File: config.mk
export PLATFORM = sky130hd
export DESIGN_NAME = main_host_driver
export DESIGN_NICKNAME = d
export VERILOG_FILES = /design/src/rtl/main_host_pkg.sv /design/src/rtl/host_cycle_counter.sv /design/src/rtl/main_host_driver.sv
export SDC_FILE = /design/constraint.sdc
export NUM_CORES = 1
export LEC_CHECK = 0
export CAP_MARGIN = 20
export CORE_AREA = 2 2 123 125
export DETAILED_ROUTE_END_ITERATION = 8
export DIE_AREA = 0 0 125 127
export DONT_BUFFER_PORTS = 1
export PLACE_DENSITY = 0.68
export SLEW_MARGIN = 20
export SYNTH_ARGS = -nofsm -noshare
export SYNTH_HDL_FRONTEND = slang
export SYNTH_SLANG_ARGS = --single-unit
File: constraint.sdc
create_clock -name clock -period 4.2 [get_ports clock]
set_input_delay 0.84 -clock clock [delete_from_list [all_inputs] [get_ports clock]]
set_output_delay 0.84 -clock clock [all_outputs]
set_load 0.1 [all_outputs]
File: src/rtl/main_host_pkg.sv
// -----------------------------------------------------------------------------
// main_host_pkg
//   Shared definitions for the host-side driver: command opcodes, the driver
//   state enumeration, default parameter values and fixed field widths.
//   Imported by main_host_driver and host_cycle_counter.
// -----------------------------------------------------------------------------
package main_host_pkg;

    // Default parameter values for the top level.
    localparam int unsigned DEF_ADDR_W      = 10;
    localparam int unsigned DEF_DATA_W      = 32;
    localparam int unsigned DEF_RUN_TIMEOUT = 200_000_000;
    localparam int unsigned DEF_MEM_TIMEOUT = 16;

    // Fixed widths.
    localparam int unsigned SIZE_W = 6;   // per-channel access size field
    localparam int unsigned CNT_W  = 32;  // cycle counter / rsp_cycles width
    localparam int unsigned N_CHAN = 2;   // slave channels on the memory port

    // Command opcodes carried on cmd_op.
    typedef enum logic [1:0] {
        OP_WRITE = 2'd0,
        OP_READ  = 2'd1,
        OP_RUN   = 2'd2,
        OP_RSVD  = 2'd3
    } op_e;

    // Driver FSM states.
    typedef enum logic [2:0] {
        IDLE      = 3'd0,
        WR        = 3'd1,
        RD        = 3'd2,
        START     = 3'd3,
        WAIT_DONE = 3'd4,
        RSP       = 3'd5
    } state_e;

    // True in the states that hold a memory access open on channel 0.
    function automatic logic is_mem_state(input state_e s);
        return (s == WR) || (s == RD);
    endfunction

endpackage : main_host_pkg

File: src/rtl/host_cycle_counter.sv
// -----------------------------------------------------------------------------
// host_cycle_counter
//   Saturating cycle counter with clear, enable and compare-to-limit. Used by
//   the host driver both as the memory-access timeout and as the accelerator
//   run-latency counter.
//
//   A clear restarts the count; if enable is also high in that cycle, the
//   clearing cycle itself is counted, so count_o reads 1 in the first cycle
//   after an enabled clear. The count sticks at all-ones instead of wrapping.
//
// Ports
//   clock       in   clock
//   reset       in   synchronous active-high reset (count -> 0)
//   clear_i     in   restart the count
//   enable_i    in   count this cycle
//   limit_i     in   compare value
//   count_o     out  current count
//   at_limit_o  out  count_o >= limit_i
// -----------------------------------------------------------------------------
module host_cycle_counter
    import main_host_pkg::*;
#(
    parameter int unsigned WIDTH = CNT_W
) (
    input  logic             clock,
    input  logic             reset,
    input  logic             clear_i,
    input  logic             enable_i,
    input  logic [WIDTH-1:0] limit_i,
    output logic [WIDTH-1:0] count_o,
    output logic             at_limit_o
);

    logic [WIDTH-1:0] count_q;
    logic [WIDTH-1:0] count_d;

    always_comb begin
        count_d = count_q;
        if (clear_i) begin
            count_d = {{(WIDTH-1){1'b0}}, enable_i};
        end else if (enable_i && (count_q != '1)) begin
            count_d = count_q + 1'b1;
        end
    end

    always_ff @(posedge clock) begin
        if (reset) begin
            count_q <= '0;
        end else begin
            count_q <= count_d;
        end
    end

    assign count_o    = count_q;
    assign at_limit_o = (count_q >= limit_i);

endmodule : host_cycle_counter

File: src/rtl/main_host_driver.sv
// -----------------------------------------------------------------------------
// main_host_driver
//   Host-side command driver. Accepts WRITE / READ / RUN commands, performs the
//   access on channel 0 of a two-channel slave memory port or kicks an
//   accelerator and measures its latency, then returns one response.
//   Memory accesses are bounded by MEM_TIMEOUT cycles, accelerator runs by
//   RUN_TIMEOUT cycles; both expiries report rsp_err. Channel 1 of the slave
//   port is never used and its outputs stay at zero.
//
// Ports
//   clock, reset            clock; synchronous active-high reset
//   cmd_valid/cmd_ready     command handshake (ready only in IDLE)
//   cmd_op                  0 WRITE, 1 READ, 2 RUN, 3 reserved
//   cmd_addr/data/size      slave byte address, write data, size in bits
//   rsp_valid/rsp_ready     response handshake
//   rsp_data                read data, or return_port for RUN
//   rsp_err                 timeout or reserved op
//   rsp_cycles              RUN latency in cycles, 0 for other ops
//   start_port              one-cycle accelerator start pulse
//   done_port, return_port  accelerator completion and result
//   S_oe_ram, S_we_ram      per-channel read / write enables
//   S_addr_ram, S_Wdata_ram per-channel address / write data
//   S_data_ram_size         per-channel access size
//   Sout_Rdata_ram          per-channel read data
//   Sout_DataRdy            per-channel access acknowledge
// -----------------------------------------------------------------------------
module main_host_driver
    import main_host_pkg::*;
#(
    parameter int unsigned ADDR_W      = DEF_ADDR_W,
    parameter int unsigned DATA_W      = DEF_DATA_W,
    parameter int unsigned RUN_TIMEOUT = DEF_RUN_TIMEOUT,
    parameter int unsigned MEM_TIMEOUT = DEF_MEM_TIMEOUT
) (
    input  logic                       clock,
    input  logic                       reset,

    input  logic                       cmd_valid,
    output logic                       cmd_ready,
    input  logic [1:0]                 cmd_op,
    input  logic [ADDR_W-1:0]          cmd_addr,
    input  logic [DATA_W-1:0]          cmd_data,
    input  logic [SIZE_W-1:0]          cmd_size,

    output logic                       rsp_valid,
    input  logic                       rsp_ready,
    output logic [DATA_W-1:0]          rsp_data,
    output logic                       rsp_err,
    output logic [CNT_W-1:0]           rsp_cycles,

    output logic                       start_port,
    input  logic                       done_port,
    input  logic [31:0]                return_port,

    output logic [N_CHAN-1:0]          S_oe_ram,
    output logic [N_CHAN-1:0]          S_we_ram,
    output logic [N_CHAN*ADDR_W-1:0]   S_addr_ram,
    output logic [N_CHAN*DATA_W-1:0]   S_Wdata_ram,
    output logic [N_CHAN*SIZE_W-1:0]   S_data_ram_size,
    input  logic [N_CHAN*DATA_W-1:0]   Sout_Rdata_ram,
    input  logic [N_CHAN-1:0]          Sout_DataRdy
);

    // -------------------------------------------------------------------------
    // State
    // -------------------------------------------------------------------------
    state_e              state_q,      state_d;
    logic [ADDR_W-1:0]   addr_q,       addr_d;
    logic [DATA_W-1:0]   wdata_q,      wdata_d;
    logic [SIZE_W-1:0]   size_q,       size_d;
    logic [DATA_W-1:0]   rsp_data_q,   rsp_data_d;
    logic                rsp_err_q,    rsp_err_d;
    logic [CNT_W-1:0]    rsp_cycles_q, rsp_cycles_d;

    // Counter control
    logic                cnt_clear;
    logic                cnt_enable;
    logic [CNT_W-1:0]    cnt_limit;
    logic [CNT_W-1:0]    cnt_value;
    logic                cnt_at_limit;

    logic                mem_ack;

    // Channel 1 is never used; fold its inputs into one deliberately unused net.
    logic                unused_inputs;
    assign unused_inputs = ^{Sout_Rdata_ram[N_CHAN*DATA_W-1:DATA_W], Sout_DataRdy[1]};

    assign mem_ack = Sout_DataRdy[0];

    // -------------------------------------------------------------------------
    // Shared timeout / latency counter. Cleared and enabled together on command
    // acceptance, so it reads 1 in the first cycle of WR, RD or START and
    // equals the cycle index within the operation from then on.
    // -------------------------------------------------------------------------
    host_cycle_counter #(
        .WIDTH (CNT_W)
    ) u_cycle_counter (
        .clock      (clock),
        .reset      (reset),
        .clear_i    (cnt_clear),
        .enable_i   (cnt_enable),
        .limit_i    (cnt_limit),
        .count_o    (cnt_value),
        .at_limit_o (cnt_at_limit)
    );

    // -------------------------------------------------------------------------
    // Next-state logic
    // -------------------------------------------------------------------------
    always_comb begin
        // NOTE: every signal driven here gets its default first, so no path through
        // the case leaves one unassigned and no latch is inferred.
        state_d      = state_q;
        addr_d       = addr_q;
        wdata_d      = wdata_q;
        size_d       = size_q;
        rsp_data_d   = rsp_data_q;
        rsp_err_d    = rsp_err_q;
        rsp_cycles_d = rsp_cycles_q;
        cnt_clear    = 1'b0;
        cnt_enable   = 1'b0;
        cnt_limit    = is_mem_state(state_q) ? CNT_W'(MEM_TIMEOUT) : CNT_W'(RUN_TIMEOUT);

        unique case (state_q)
            IDLE: begin
                if (cmd_valid) begin
                    addr_d       = cmd_addr;
                    wdata_d      = cmd_data;
                    size_d       = cmd_size;
                    rsp_data_d   = '0;
                    rsp_err_d    = 1'b0;
                    rsp_cycles_d = '0;
                    cnt_clear    = 1'b1;
                    cnt_enable   = 1'b1;
                    case (op_e'(cmd_op))
                        OP_WRITE: state_d = WR;
                        OP_READ:  state_d = RD;
                        OP_RUN:   state_d = START;
                        default: begin
                            state_d   = RSP;
                            rsp_err_d = 1'b1;
                        end
                    endcase
                end
            end

            WR, RD: begin
                cnt_enable = 1'b1;
                // An acknowledge in the last allowed cycle still wins over the timeout.
                if (mem_ack) begin
                    state_d = RSP;
                    if (state_q == RD) begin
                        rsp_data_d = Sout_Rdata_ram[DATA_W-1:0];
                    end
                end else if (cnt_at_limit) begin
                    state_d   = RSP;
                    rsp_err_d = 1'b1;
                end
            end

            START: begin
                cnt_enable = 1'b1;
                // A completion already present in the start cycle is honoured.
                if (done_port) begin
                    state_d      = RSP;
                    rsp_data_d   = DATA_W'(return_port);
                    rsp_cycles_d = cnt_value;
                end else begin
                    state_d = WAIT_DONE;
                end
            end

            WAIT_DONE: begin
                cnt_enable = 1'b1;
                if (done_port) begin
                    state_d      = RSP;
                    rsp_data_d   = DATA_W'(return_port);
                    rsp_cycles_d = cnt_value;
                end else if (cnt_at_limit) begin
                    state_d      = RSP;
                    rsp_err_d    = 1'b1;
                    rsp_cycles_d = CNT_W'(RUN_TIMEOUT);
                end
            end

            RSP: begin
                if (rsp_ready) begin
                    state_d = IDLE;
                end
            end

            default: state_d = IDLE;
        endcase
    end

    // -------------------------------------------------------------------------
    // State registers
    // -------------------------------------------------------------------------
    always_ff @(posedge clock) begin
        // NOTE: sequential state uses non-blocking assignments only, so every
        // register samples the values from before this edge; reset is synchronous.
        if (reset) begin
            state_q      <= IDLE;
            addr_q       <= '0;
            wdata_q      <= '0;
            size_q       <= '0;
            rsp_data_q   <= '0;
            rsp_err_q    <= 1'b0;
            rsp_cycles_q <= '0;
        end else begin
            state_q      <= state_d;
            addr_q       <= addr_d;
            wdata_q      <= wdata_d;
            size_q       <= size_d;
            rsp_data_q   <= rsp_data_d;
            rsp_err_q    <= rsp_err_d;
            rsp_cycles_q <= rsp_cycles_d;
        end
    end

    // -------------------------------------------------------------------------
    // Outputs. Decoded from state, and forced low while reset is high so the
    // interface is quiet even in the first reset cycle, before state_q has
    // been reloaded.
    // -------------------------------------------------------------------------
    always_comb begin
        cmd_ready       = 1'b0;
        rsp_valid       = 1'b0;
        rsp_data        = '0;
        rsp_err         = 1'b0;
        rsp_cycles      = '0;
        start_port      = 1'b0;
        S_oe_ram        = '0;
        S_we_ram        = '0;
        S_addr_ram      = '0;
        S_Wdata_ram     = '0;
        S_data_ram_size = '0;

        if (!reset) begin
            cmd_ready   = (state_q == IDLE);
            start_port  = (state_q == START);
            // WR and RD are exclusive states, so the enables can never overlap.
            S_we_ram[0] = (state_q == WR);
            S_oe_ram[0] = (state_q == RD);

            if (is_mem_state(state_q)) begin
                S_addr_ram[ADDR_W-1:0]      = addr_q;
                S_data_ram_size[SIZE_W-1:0] = size_q;
            end
            if (state_q == WR) begin
                S_Wdata_ram[DATA_W-1:0] = wdata_q;
            end

            if (state_q == RSP) begin
                rsp_valid  = 1'b1;
                rsp_data   = rsp_data_q;
                rsp_err    = rsp_err_q;
                rsp_cycles = rsp_cycles_q;
            end
        end
    end

endmodule : main_host_driver

# Word-level counts from Yosys, hierarchy flattened
# Index checks and enable logic that the tools add are counted.
# word_totals
register_bits	148
inputBits	153
# classes
n_mux	47
order_cmp	1
reduce_logical	18
n_eq_ne	17
n_addsub	1
# ops
op	count
32-bit 2-to-1 mux	13
32-bit one-hot mux with 3 select lines	2
32-bit by 1-bit adder with 32-bit output, second input constant	1
32-bit by 28-bit greater-or-equal comparator with 1-bit output	1
32-bit inequality test, second input constant	1
28-bit 2-to-1 mux	1
10-bit 2-to-1 mux	2
1-bit 2-to-1 mux	18
3-bit 2-to-1 mux	5
3-bit one-hot mux with 5 select lines	1
2-bit inequality test, second input constant	7
6-bit 2-to-1 mux	2
3-bit one-hot mux with 3 select lines	1
3-bit nonzero test	3
4-bit AND reduction	2
3-bit by 2-bit equality test with 1-bit output, second input constant	2
3-bit equality test, second input constant	2
2-bit OR reduction	3
5-bit AND reduction	1
2-bit AND reduction	2
4-bit OR reduction	1
3-bit by 1-bit equality test with 1-bit output, second input constant	1
3-bit zero test	1
3-bit inequality test, second input constant	1
10 further kinds	10

# Logic depth before layout (Yosys ltp)
# Gate-level depths: netlist of run 1.
# depth
depth_word	7
ltp_mapped	11
mapped_depth_nobuf	8

# By module
# Synthesis of run 1 repeated with hierarchy kept, for this count alone.
# hier_totals
hier_cells	1112
area_unflattened_um2	9361.5
# by_module_without_submodules
module	instances	seq_area_each_um2	cells_each	area_per_inst_um2
main_host_driver	1	2322.2	803	6780.3
host_cycle_counter	1	640.6	309	2581.2

# Least setup slack after synthesis of run 1
# Ideal clock, no wire load.
# synth_timing
kind	in2out
startpoint	input port reset
endpoint	output port cmd_ready
n_path_buf	3
t_arrival_ps	4192
setup_slack_ps	-832
cell_stages	4
path_cell_list	buf_4 -> clkbuf_1 -> clkbuf_1 -> nor4_1
# synth_between
elab_chain_cells	1
# synth_lines
item	line_no	rtl
start, declared	main_host_driver.sv:36	input logic reset,
1-bit 2-to-1 mux	main_host_driver.sv:239	if (!reset) begin
end, declared	main_host_driver.sv:39	output logic cmd_ready,
# Every way passes these cells.

# Final worst setup path of run 1
# layout_timing
startpoint	register state_q[1]
endpoint	register rsp_cycles_q[31]
# layout_between
elab_chain_cells	6
# layout_lines
item	line_no	rtl
start, declared	main_host_driver.sv:67	state_e state_q, state_d;
start signal, assigned	main_host_driver.sv:211	state_q <= state_d;
3-bit by 1-bit equality test with 1-bit output / 3-bit by 2-bit equality test with 1-bit output (equally long branches)	main_host_pkg.sv:40	return (s == WR) || (s == RD);
1-bit logical OR	main_host_pkg.sv:40	
28-bit 2-to-1 mux	main_host_driver.sv:122	cnt_limit = is_mem_state(state_q) ? CNT_W'(MEM_TIMEOUT) : CNT_W'(RUN_TIMEOUT);
32-bit by 28-bit greater-or-equal comparator with 1-bit output	host_cycle_counter.sv:55	assign at_limit_o = (count_q >= limit_i);
3-bit inequality test (no line)	--	
4-bit AND reduction (no line)	--	
end signal, assigned	main_host_driver.sv:217	rsp_cycles_q <= rsp_cycles_d;
end, declared	main_host_driver.sv:73	logic [CNT_W-1:0] rsp_cycles_q, rsp_cycles_d;
# Several ways; a longest one is shown, not always the timed one.
# A chain may end at the register's enable or synchronous reset.

==> impl_metrics.py, run 1 <==
metrics = {
    "status": {
        "status": "complete, no violations",
    },
    "clocking": {
        "postCtsHoldBufs": 0,
        "cts_tree": "done",
        "numCtsBuffers": 17,
        "clock_latency_ps": 420,
        "root_buffer": "clkbuf_16",
        "clkTransAtPathRegs_ps": 60,
        "postCtsSetupBuffers": 0,
        "cts_max_level": 4,
        "cts_sinks": 148,
        "cts_resized": 0,
        "cts_buffer_depth": 2,
    },
    "layout": {
        "nets": 1198,
        "nFillCells": 1112,
        "mostFrequentLayoutCell": "dfxtp_1",
        "fin_cells": 1224,
        "area_growth_pct": 33.2,
        "n_antenna_cell": 0,
        "final_cell_mix": "dfxtp_1, nand2_1, and2_1, a21oi_1, buf_4",
        "drive_gt1_share_pct": 20.6,
    },
    "route": {
        "drc_errors": 0,
        "ant_nets": 0,
        "dr.first_iter.drc_count": 533,
        "via_per_inst": 5.66,
        "firstDrtPassIters": 7,
        "wl_mm": 19.7,
        "vias": 6927,
        "avgRoutedWirePerCell_um": 16.1,
    },
    "critical_path": {
        "critPathMaxFanout": 20,
        "cp_cell_sequence": "nand2b_1 > a21oi_4 > ha_1 > a211o_2 > a211o_1 > or3_4 > o31ai_4 > a22o_2",
        "arrival_ps": 3930,
        "rrSetupSlack_ps": 620,
        "cp-end-kind": "flop",
        "critical_path_class": "flop to flop",
        "r2r_end": "rsp_cycles_q[31]",
        "critPathRequiredTime_ps": 4550,
        "cpPeakStageDelay_ps": 720,
        "cp.depth": 8,
        "r2r-start": "state_q[1]",
        "critical_path_buf_inv_count": 0,
        "crit_path_start": "state_q[1]",
        "cp-start-kind": "flop",
        "slowest_stage": "o31ai_4",
        "cp-endpoint": "rsp_cycles_q[31]",
        "worstRegToRegCells": 8,
        "cp_top_family": "compound AO/OA/AOI/OAI gates",
    },
    "logic_synthesis": {
        "synth_area_leaders": "dfxtp_1, and2_1, nand2_1",
        "ys.flop_type": "dfxtp_1",
        "synthArstFlopShare_pct": 0,
        "yosysTopAreaCellShare_pct": 38.5,
        "syn_area_per_cell_sq_um": 8.10,
        "yosysUniqueCellTypes": 60,
        "synth_edf_count": 0,
        "synth_area_sq_um": 7700,
        "seq_area_frac_synth_pct": 38.5,
        "synth_top_cell_by_area": "dfxtp_1",
        "syn_inst": 950,
        "yosysWarnings": 0,
        "ys_ff_latch": 148,
    },
    "power": {
        "switching_share_pct": 39.8,
        "p_per_area_nw_per_um2": 561,
        "p_sw_uw": 2290,
        "p_total_uw": 5750,
        "clock_power_share_pct": 28.8,
        "p_comb_share_pct": 39.1,
        "seqPwrFrac_pct": 32.1,
        "vdd_drop_max_uv": 490,
        "intPower_uw": 3460,
        "p_leak_uw": 0.00393,
    },
    "floorplan": {
        "dieHeight_um": 127,
        "dieArea_sq_um": 15900,
        "die_x_um": 125,
        "coreArea_sq_um": 14400,
        "pin_count": 321,
        "initial_utilization_pct": 53.4,
        "rows": 44,
    },
    "sta": {
        "finalCritPeriodShare_pct": 85.3,
        "tightest_slew_ps": 952,
        "hold_viol": 0,
        "setup-violations-final": 0,
        "fin_worst_skew_ps": 11.2,
        "max_freq_ghz": 0.279,
        "rsz0062_at_grt": "no",
        "final.setup.tns_ps": 0,
        "drv_slew": 0,
        "period_minus_slack_ps": 3580,
        "maxSlewHeadroom_pct": 36.3,
    },
    "grt": {
        "grt_pass1_vias": 6304,
        "grt_max_degree": 122,
        "grt_overflow": 0,
        "antenna_found_initial": 0,
        "grtUsageTotal_pct": 24.0,
        "grt_pass1_wl_mm": 31.2,
    },
    "min_path": {
        "min_from": "size_q[1]",
        "hp-class": "flop to flop",
    },
    "placed_design": {
        "place.gp.congestion": 0.849,
        "dp_cells": 1192,
        "port_buffers": 0,
        "dp_hpwl_mm": 13.7,
    },
    "flow_run": {
        "cap_viol_max_count": 0,
    },
}
[worst min-delay path: stages (launching register included)]
cell and delay, ps:
dfxtp_1 300, nand2_1 50, a21oi_1 50
[per-stage QoR]
step / hold WS (ps) / utilization [%] / setup slack [ps] / area (sq um)
4_1_cts: 444 / 71.0 / 588 / 10200
2_1_floorplan: 432 / - / -700 / 7890
5_1_grt: 465 / 71.1 / 365 / 10200
6_report: 447 / 71.1 / 618 / 10200
3_5_place_dp: 436 / 66.4 / 596 / 9580
3_3_place_gp: 432 / 66.4 / 724 / 9580
[worst min-delay path by stage]
stage	to	slack [ps]	cells past startpoint
after floorplan	addr_q[0]	430	2
after global placement	addr_q[8]	430	2
after detailed placement	wdata_q[13]	440	2
after CTS	wdata_q[23]	440	2
after global routing	wdata_q[6]	460	2
final	size_q[1]	450	2
[state kept, by name, indices dropped and copies added, names as in the netlist]
register	count
rsp_cycles_q	32
rsp_data_q	32
u_cycle_counter.count_o	32
wdata_q	32
addr_q	10
size_q	6
state_q	3
rsp_err_q	1
[cell usage after synthesis (3+ instances only)]
master      n
a211oi_1   32
a21oi_1    79
a221oi_1   12
a22o_2     18
a22oi_1    32
and2_1    105
and3_1      4
buf_2       5
buf_4      51
buf_6       4
clkbuf_1   61
dfxtp_1   148
ha_1       18
inv_1      22
nand2_1   131
nand2b_1    7
nand3_1    16
nand4_1    12
nor2_1     45
nor3_1      8
nor4_1     22
o211ai_1    5
o21a_1      3
o21ai_0    25
o31ai_1     7
or2_2       4
or3_1      19
or4_1      14
[power by group through the flow]
| stage | clock network, uW | registers, uW | logic (uW) |
|---|---|---|---|
| after global routing | 1740 | 1890 | 2480 |
| final | 1650 | 1850 | 2250 |
| after global placement | 0 | 1860 | 2190 |
| after detailed placement | 0 | 1880 | 2230 |
| after floorplan | 0 | 1830 | 1820 |
| after CTS | 1680 | 1850 | 2250 |
[cell families (layout without fill, tap and decap cells)]
logic type	Yosys count	count (layout)	synth area share [%]
DFF	148	148	38.5
AOI/OAI and AO/OA	237	237	21.2
buffers and inverters	144	185	9.98
muxes	2	2	0.260
adders and majority gates	18	18	2.93
other	1	50	0.0487
and+or+nand+nor	399	399	26.9
xor gates and xnor gates	1	1	0.114
[per-layer routing]
layer	global-route usage, %	vias to the layer above	routed length, um
li1	-	3417	-
met1	28.5	3178	8000
met2	41.7	299	9790
met3	6.66	33	1460
met4	9.15	0	425
met5	0	-	0
[cell type report]
type                            instances  area (sq um)  share of cell area [%]
Multi-Input combinational cell        707          4310                    42.1
Tap cell                              184           230                    2.25
Clock buffer                           25           515                    5.03
Clock inverter                          7           141                    1.38
Inverter                               22          82.6                   0.806
Sequential cell                       148          2960                    28.9
Timing Repair Buffer                  131          2000                    19.5
No activity file was read; power rests on OpenSTA's default activity.
==> run 2, diff against run 1 <==
==> constraint.sdc (replaced) <==
create_clock -name clock -period 4.2 [get_ports clock]
set_input_delay 0.84 -clock clock [delete_from_list [all_inputs] [get_ports clock]]
set_output_delay 0.84 -clock clock [all_outputs]
set_load 0.005 [all_outputs]
==> run 2 against run 1 <==
  * Utilization is 14 points lower
  * Sequential power hardly changed
  * Count of clock-buffer cells in the layout is 4 lower
  * Final area is 20% lower
  * Worst setup slack worse by 78 ps
  * Die area stayed put
  * Critical path depth stayed put
  * Power is 14% lower
  * Hold slack better by 1.6 ps
  * Largest power group is now sequential cells
  * Highest routed layer unchanged
==> impl_metrics.py, run 2 (synthesis results as in run 1) <==
metrics = {
    "sta": {
        "final.setup.tns_ps": 0,
        "finalCritPeriodShare_pct": 87.1,
        "rsz0062_at_grt": "no",
        "drv_slew": 0,
        "hold_viol": 0,
        "setup-violations-final": 0,
        "period_minus_slack_ps": 3660,
        "fin_worst_skew_ps": 7.94,
        "max_freq_ghz": 0.273,
        "tightest_slew_ps": 965,
        "maxSlewHeadroom_pct": 35.7,
    },
    "layout": {
        "area_growth_pct": 6.18,
        "n_antenna_cell": 0,
        "final_cell_mix": "dfxtp_1, nand2_1, and2_1, a21oi_1, conb_1",
        "drive_gt1_share_pct": 8.79,
        "nets": 1080,
        "mostFrequentLayoutCell": "dfxtp_1",
    },
    "critical_path": {
        "worstRegToRegCells": 8,
        "r2r-start": "state_q[0]",
        "cpPeakStageDelay_ps": 780,
        "cp-end-kind": "flop",
        "slowest_stage": "o31ai_4",
        "cp_cell_sequence": "nand2b_1 > a21oi_4 > ha_1 > a211o_2 > a211o_1 > or3_4 > o31ai_4 > a22o_2",
        "critical_path_buf_inv_count": 0,
        "cp_top_family": "compound AO/OA/AOI/OAI gates",
        "r2r_end": "rsp_cycles_q[26]",
        "arrival_ps": 4020,
        "cp-start-kind": "flop",
        "cp.depth": 8,
        "critPathRequiredTime_ps": 4560,
        "critPathMaxFanout": 20,
        "rrSetupSlack_ps": 540,
        "critical_path_class": "flop to flop",
    },
    "flow_run": {
        "cap_viol_max_count": 0,
    },
    "grt": {
        "grt_max_degree": 122,
        "grt_pass1_vias": 5675,
        "grt_pass1_wl_mm": 29.7,
        "grtUsageTotal_pct": 22.9,
        "antenna_found_initial": 0,
        "grt_overflow": 0,
    },
    "floorplan": {
        "coreArea_sq_um": 14400,
        "rows": 44,
        "dieArea_sq_um": 15900,
        "dieHeight_um": 127,
        "die_x_um": 125,
        "pin_count": 321,
        "initial_utilization_pct": 53.4,
    },
    "placed_design": {
        "dp_hpwl_mm": 13.0,
        "port_buffers": 0,
        "place.gp.congestion": 0.818,
    },
    "route": {
        "dr.first_iter.drc_count": 402,
        "firstDrtPassIters": 5,
        "wl_mm": 18.9,
        "vias": 6421,
        "avgRoutedWirePerCell_um": 17.0,
        "drc_errors": 0,
        "via_per_inst": 5.81,
        "ant_nets": 0,
    },
    "status": {
        "status": "complete, no violations",
    },
    "min_path": {
        "min_from": "wdata_q[8]",
        "hp-class": "flop to flop",
        "whs_path_depth": 2,
        "min_to": "wdata_q[8]",
    },
    "clocking": {
        "cts_sinks": 148,
        "root_buffer": "clkbuf_16",
        "cts_buffer_depth": 2,
        "postCtsSetupBuffers": 0,
        "cts_resized": 0,
        "clock_latency_ps": 420,
        "postCtsHoldBufs": 0,
        "cts_max_level": 4,
        "cts_tree": "done",
        "clkTransAtPathRegs_ps": 60,
        "numCtsBuffers": 17,
    },
    "power": {
        "vdd_drop_max_uv": 410,
        "p_per_area_nw_per_um2": 602,
        "p_total_uw": 4920,
        "p_leak_uw": 0.00299,
    },
}
run 2: cell types whose count changed in the layout (fill, tap and decap cells not counted), moves of 2 or more:
cell,change
buf_4,-45
buf_12,-57
nor4_2,-13
clkbuf_16,-6
bufinv_16,-2
clkbuf_8,-3
clkinvlp_4,+4
nor4_1,+14
buf_16,-10
run 2: area by class of cell:
class	count	area [sq um]
flip-flops and latches	148	2960
fillers	1398	6250
well taps	184	230
clock inverters	11	125
multi-input cells	707	4200
clock buffers	21	470
repair buffers	13	97.6
inverters	22	82.6
run 2: worst reg2reg max path, delay by kind of cell, from the launching register on:
family	cells	cell delay (ps)
simple gates	2	590
fa+ha+maj	1	340
flops	1	470
compound gates	5	2210
run 2: per-stage QoR:
stage	util (%)	cells	instance area, sq um	setup WS (ps)	hold WS, ps
after global routing	56.7	1106	8170	367	461
after detailed placement	52.4	1074	7560	639	436
final	56.7	1106	8170	541	449
after global placement	52.4	1074	7560	695	432
after CTS	56.6	1106	8160	597	445
after floorplan	-	999	7880	658	432
run 2: power breakdown:
part | total (uW) | internal (uW) | switching, uW
combinational | 1570 | 545 | 1020
clock | 1510 | 922 | 586
sequential | 1840 | 1710 | 138
total | 4920 | 3170 | 1750
run 2: routing by layer:
layer	wire length, um	global-route usage (%)	up-vias
met3	1520	5.95	23
met2	8800	36.4	282
met1	8150	30.1	2934
met5	0	0	-
li1	-	-	3182
met4	382	8.63	0
run 2: worst max-delay path by stage:
stage	startpoint	endpoint	slack [ps]
floorplan	state_q[1]	rsp_cycles_q[13]	660
global placement	state_q[0]	rsp_cycles_q[12]	700
detailed placement	state_q[0]	rsp_cycles_q[2]	640
CTS	state_q[0]	rsp_cycles_q[26]	600
global route	state_q[0]	rsp_cycles_q[26]	370
finish	state_q[0]	rsp_cycles_q[26]	540
